### src/rtl/nrisc_pkg.sv
// nrisc_pkg: register bank geometry and dump FSM state encoding
package nrisc_pkg;
  localparam int DEF_NREGS  = 4;
  localparam int DEF_ADDR_W = 2;
  localparam int DEF_DATA_W = 8;
  typedef enum logic [2:0] {
    S_IDLE = 3'd0,
    S_READ = 3'd1,
    S_SEND = 3'd2,
    S_CSUM = 3'd3,
    S_FIN  = 3'd4
  } state_t;
endpackage

### src/rtl/regbank_dump.sv
// regbank_dump: walks the register bank and streams each byte plus an XOR checksum
module regbank_dump
  import nrisc_pkg::*;
#(
  parameter int NREGS  = DEF_NREGS,
  parameter int ADDR_W = DEF_ADDR_W,
  parameter int DATA_W = DEF_DATA_W
) (
  input  logic              clock,
  input  logic              reset,
  input  logic              start,
  input  logic              abort,
  output logic [ADDR_W-1:0] rd_addr,
  input  logic [DATA_W-1:0] rd_data,
  output logic [DATA_W-1:0] out_data,
  output logic              out_valid,
  input  logic              out_ready,
  output logic              out_last,
  output logic              busy,
  output logic              done
);
  localparam logic [ADDR_W-1:0] LAST_IDX = ADDR_W'(NREGS - 1);
  state_t state_q, state_d;
  logic [ADDR_W-1:0] idx_q, idx_d;
  logic [DATA_W-1:0] data_q, data_d;
  logic [DATA_W-1:0] csum_q, csum_d;
  logic hs;
  assign out_valid = (state_q == S_SEND) || (state_q == S_CSUM);
  assign out_last  = state_q == S_CSUM;
  assign busy      = state_q != S_IDLE;
  assign done      = state_q == S_FIN;
  assign rd_addr   = idx_q;
  assign out_data  = data_q;
  assign hs        = out_valid && out_ready;
  // next-state, index, stream byte and checksum; abort overrides any handshake
  always_comb begin
    state_d = state_q;
    idx_d   = idx_q;
    data_d  = data_q;
    csum_d  = csum_q;
    case (state_q)
      S_IDLE: if (start) begin
        state_d = S_READ;
        idx_d   = '0;
        csum_d  = '0;
      end
      S_READ: begin
        data_d  = rd_data;
        csum_d  = csum_q ^ rd_data;
        state_d = S_SEND;
      end
      S_SEND: if (hs) begin
        state_d = (idx_q == LAST_IDX) ? S_CSUM : S_READ;
        idx_d   = (idx_q == LAST_IDX) ? idx_q : idx_q + 1'b1;
        data_d  = (idx_q == LAST_IDX) ? csum_q : data_q;
      end
      S_CSUM: state_d = hs ? S_FIN : S_CSUM;
      S_FIN:  state_d = S_IDLE;
      default: state_d = S_IDLE;
    endcase
    if (abort && state_q != S_IDLE) begin
      state_d = S_IDLE;
      idx_d   = '0;
      csum_d  = '0;
    end
  end
  // state registers with immediate clear on reset
  always_ff @(posedge clock or negedge reset) begin
    if (!reset) begin
      state_q <= S_IDLE;
      idx_q   <= '0;
      data_q  <= '0;
      csum_q  <= '0;
    end else begin
      state_q <= state_d;
      idx_q   <= idx_d;
      data_q  <= data_d;
      csum_q  <= csum_d;
    end
  end
endmodule
### config.mk
export PLATFORM = sky130hd
export DESIGN_NAME = regbank_dump
export DESIGN_NICKNAME = d
export VERILOG_FILES = /design/src/rtl/nrisc_pkg.sv /design/src/rtl/regbank_dump.sv
export SDC_FILE = /design/constraint.sdc
export NUM_CORES = 1
export LEC_CHECK = 0
export BUFFER_PORTS_ARGS = -buffer_cell sky130_fd_sc_hd__buf_2
export CORE_MARGIN = 3
export CORE_UTILIZATION = 50
export DETAILED_ROUTE_END_ITERATION = 16
export PLACE_DENSITY = 0.72
export SYNTH_ARGS = -nofsm -noshare
export SYNTH_HDL_FRONTEND = slang
export SYNTH_SLANG_ARGS = --single-unit
export TNS_END_PERCENT = 20
### constraint.sdc
create_clock -name clock -period 2.1 [get_ports clock]
set_clock_uncertainty 0.1 [all_clocks]
set_input_delay 0.63 -clock clock [delete_from_list [all_inputs] [get_ports clock]]
set_output_delay 0.63 -clock clock [all_outputs]
set_load 0.05 [all_outputs]
**Word-level counts from Yosys, hierarchy flattened**

Index checks and enable logic that the tools add are counted.

- Magnitude comparators: 0
- Divide/modulo/power cells: 0
- Bitwise operators: 1
- Reductions and logical operators: 12
- Eq/ne operators: 10
- Muxes and demuxes: 17
- Multiply operators: 0
- Shifts and indexed selects: 0
- Add/sub/neg operators: 1

Operators by type and width:

| kind | number |
|---|---|
| 2-to-1 mux 8 bit | 4 |
| one-hot mux 8 bit (2 select lines) | 2 |
| 2-to-1 mux 3 bit | 4 |
| one-hot mux 3 bit (4 select lines) | 1 |
| 2-to-1 mux 2 bit | 5 |
| nonzero test 3 bit | 3 |
| bitwise XOR 8 bit | 1 |
| == test 3 x 2 -> 1 bit, second input constant | 2 |
| != test 3 x 2 -> 1 bit, second input constant | 2 |
| one-hot mux 2 bit (2 select lines) | 1 |
| AND reduction 2 bit | 2 |
| AND reduction 4 bit | 1 |
| == test 3 x 1 -> 1 bit, second input constant | 1 |
| == test 3 bit, second input constant | 1 |
| logical NOT 3 bit | 1 |
| != test 3 bit, second input constant | 1 |
| AND reduction 3 bit | 1 |
| adder 2 x 1 -> 2 bit, second input constant | 1 |
| == test 2 bit, second input constant | 1 |
| logical AND 1 bit | 2 |
| != test 2 x 1 -> 1 bit, second input constant | 1 |
| != test 2 bit, second input constant | 1 |
| nonzero test 2 bit | 1 |
| logical OR 1 bit | 1 |

- Bits in writable memories: 0
- Bits of input ports: 13
- Flip-flop bits (word level): 21
- Logic and storage cells: 45
- Output and inout bits: 14
- Memories: 0
- ROM bits: 0
- Latch bits: 0

**Logic depth before layout (Yosys ltp)**

- Depth in word-level cells: 6
- Depth in mapped cells: 4
- Gate-level depth less buffers: 4

**Worst setup path after synthesis**

Ideal clock, no wire load.

- Path type: flip-flop to output port
- Start point: reg state_q[1]
- End point: out out_last
- Data required time: 1.370 ns
- Setup slack: -0.478 ns
- Path buffers: 1
- Stages on the path, launching flop included: 4
- Arrival: 1.848 ns
- Cells stage by stage: dfrtp_1 -> buf_4 -> nor2b_1 -> and2_1

- Cells in the longest elaborated chain, start to end: 1

RTL lines:

| element | line | source |
|---|---|---|
| start: declaration | regbank_dump.sv:23 | `state_t state_q, state_d;` |
| start signal: assignment | regbank_dump.sv:75 | `state_q <= state_d;` |
| == test 3 x 2 -> 1 bit | regbank_dump.sv:29 | `assign out_last = state_q == S_CSUM;` |
| end: declaration | regbank_dump.sv:18 | `output logic out_last,` |

No other way between the ends.

**Worst setup path after layout**

- Start point: reg state_q[2]
- End point: out busy

- Cells in the longest elaborated chain, start to end: 1

RTL lines:

| element | line | source |
|---|---|---|
| nonzero test 3 bit | regbank_dump.sv:30 | `assign busy = state_q != S_IDLE;` |
| end: declaration | regbank_dump.sv:19 | `output logic busy,` |

No other way between the ends.

==> run summary <==
Pins Over Slew Limit - 0
dpl hpwl - 1810 µm
Hold Worst Slack - 158 ps
Final Cycle Share - 100%
r2r setup slk - 270 ps
setup total negative slack - -0.841 ps
Port-buffer cells - 26
asr flop ratio synth - 100%
CTS root buf - clkbuf_4
max_slew headroom - 53.5%
DR pass1 iterations - 4
Flop pwr share - 36.8%
Least-Margin Pin Slew - 693 ps
clock sinks - 21
die height - 55.7 µm
NetSw - 0.718 mW
Post-synth EDFFs - 0
Max Cap Violations - 0
initial antenna violation count - 0
number of buffers created by CTS - 3
failing checks - negative setup slack
detailed-route DRC error count - 0
Net count, final - 153
worst-path cell chain - or3_4, buf_6
area delta synth->final - 21.5%
min Tclk post-route - 2100 ps
Pint - 0.914 mW
cells on worst reg2reg path - 5
starting density of the core - 54.3%
delay-heaviest family, CP - flip-flops
commonest cells in the netlist - dfrtp_1, a21oi_1, inv_1, mux2_4, or4_1
IO Count - 27
Cells after DPL - 159
flops & latches, synth - 21
synthesized instance count - 105
Routed WL per cell - 15.1 µm
synthesized cell area - 0.00123 mm²
WL final - 2500 µm
CP Capture Type - primary output
Core Region - 0.00228 mm²
slowest stage delay, CP - 480 ps
Final Hold Vio Count - 0
die area - 0.00310 mm²
Power Dens Cells - 1090 mW/mm²
P_leak - 0.737 nW
Clock Power Share - 12.0%
CP Launch Type - flop
post-layout util - 65.9%
pin count of the biggest net entering global routing - 22
Clock Tree Buf Depth - 2
warnings from Yosys - 0
global-route wire length before repair - 4470 µm
cell taking the most area after synthesis - dfrtp_1
Worst IR Drop VDD - 0.708 mV
Hold/Removal Path Class - in2async
Final setup viols - 1
grt ovf - 0
area of the multi-input gates - 654 µm²
library cells used by synthesis - 31
Peak Freq - 476 MHz
CTS H-tree depth - 1
antenna diode count - 0
worst-path fanout max - 6
Fillers - 197
register area - 529 µm²
vias in the first global route - 982
pre-CTS setup slack - -41.4 ps
Crit path required time - 1370 ps
Clk Latency, worst-skew pair - 310 ps
via count - 938
RR Endpoint - out_data[2]$_DFFE_PN0P_
status - finished, violations left
WP buf/inv - 1
CP arrival - 1370 ps
Worst-path clk slew - 120 ps
DRT antenna net count - 0
unrepaired setup endpoints after global routing - true
Net Sw Frac - 44.0%
Total GRT Usage - 18.1%
worst setup margin - -0.841 ps
Finished Layout Cells - 166
syn nets - 119
vias per cell - 5.65
ratio of cells with drive above 1 in the final layout - 46.4%
Gate power share - 51.1%
Yosys top cell area share - 42.6%
RePlAce Congestion - 0.752
syn avg cell area - 11.8 µm²
1st-iter DRT viols - 18
reg-to-reg startpoint - state_q[2]$_DFFE_PN0P_
Top FF cell, synth - dfrtp_1
CTS tree - done
top cells by area, synth - dfrtp_1, mux2_4, mux2_2
Slowest-stage cell, CP - dfrtp_2
top-count cell post-synth - dfrtp_1
WS Path Type - reg2out
Chip Width - 55.7 µm
row cnt - 17
post-synthesis sequential area ratio - 42.6%
-- power groups by stage --
| stage | logic [mW] | registers, mW | clock network (mW) |
|---|---|---|---|
| after global routing | 0.884 | 0.624 | 0.225 |
| after detailed placement | 0.821 | 0.606 | 0 |
| after CTS | 0.835 | 0.600 | 0.203 |
| after floorplan | 0.362 | 0.872 | 0 |
| final | 0.834 | 0.601 | 0.197 |
| after global placement | 0.805 | 0.597 | 0 |
-- what timing repair did --
action | CTS | global route
buffers inserted | 3 | 0
resized for setup | 6 | 6
endpoints found under the setup margin | 3 | 11
hold buffers | 0 | 0
-- metrics by stage --
stage	total power, mW	cell area, µm²
floorplan	1.23	1240
global placement	1.40	1420
detailed placement	1.43	1420
CTS	1.64	1480
global route	1.73	1500
finish	1.63	1500
-- cell type report --
cell class / instances / area share [%]
Clock buffer: 4 / 1.75
Sequential cell: 21 / 35.3
Tap cell: 28 / 2.34
Inverter: 9 / 2.25
Timing Repair Buffer: 34 / 14.8
Multi-Input combinational cell: 70 / 43.6
-- layout by cell type (no fill, tap or decap), types with 2 or more instances in the layout --
cell type  instances
buf_2             23
dfrtp_1           18
or4_1              9
inv_1              9
a21oi_1            9
mux2_4             9
o31ai_1            8
mux2_2             7
buf_4              7
nand2b_1           3
clkbuf_4           3
buf_6              3
dfrtp_2            3
nor2b_1            2
nand3b_1           2
mux2_1             2
-- how the worst max path moves through the flow --
stage                           startpoint                    end  slack [ps]  cells past startpoint
finish              state_q[2]$_DFFE_PN0P_                   busy        -0.8                      2
global route        state_q[0]$_DFFE_PN0P_                   busy         -40                      2
CTS                 state_q[0]$_DFFE_PN0P_                   done           6                      3
detailed placement                   start  csum_q[2]$_DFFE_PN0P_         -40                      4
global placement                     start  csum_q[1]$_DFFE_PN0P_          30                      4
floorplan           state_q[1]$_DFFE_PN0P_               out_last        -200                      3
-- flip-flops by register name, indices dropped and copies added (netlist names) --
register,count
rd_addr,2
out_data,8
csum_q,8
state_q,3
-- cells by family after synthesis --
| logic type | Yosys count | synth area share, % |
|---|---|---|
| flip-flops | 21 | 42.6 |
| buffers and inverters | 14 | 6.18 |
| multiplexers | 18 | 19.1 |
| AND/OR/NAND/NOR | 27 | 17.4 |
| adder cells (fa/ha/maj) | 1 | 1.01 |
| AO/OA/AOI/OAI | 24 | 13.7 |
-- layer usage --
| layer | wire length [µm] | track usage [%] | up-vias | share of wire (%) |
|---|---|---|---|---|
| li1 | - | - | 459 | - |
| met1 | 1050 | 22.4 | 456 | 42 |
| met2 | 1320 | 30.6 | 19 | 53 |
| met3 | 101 | 3.94 | 4 | 4.0 |
| met4 | 34 | 6.94 | 0 | 1.4 |
| met5 | 0 | 0 | - | 0 |
No activity file was read; power rests on OpenSTA's default activity.
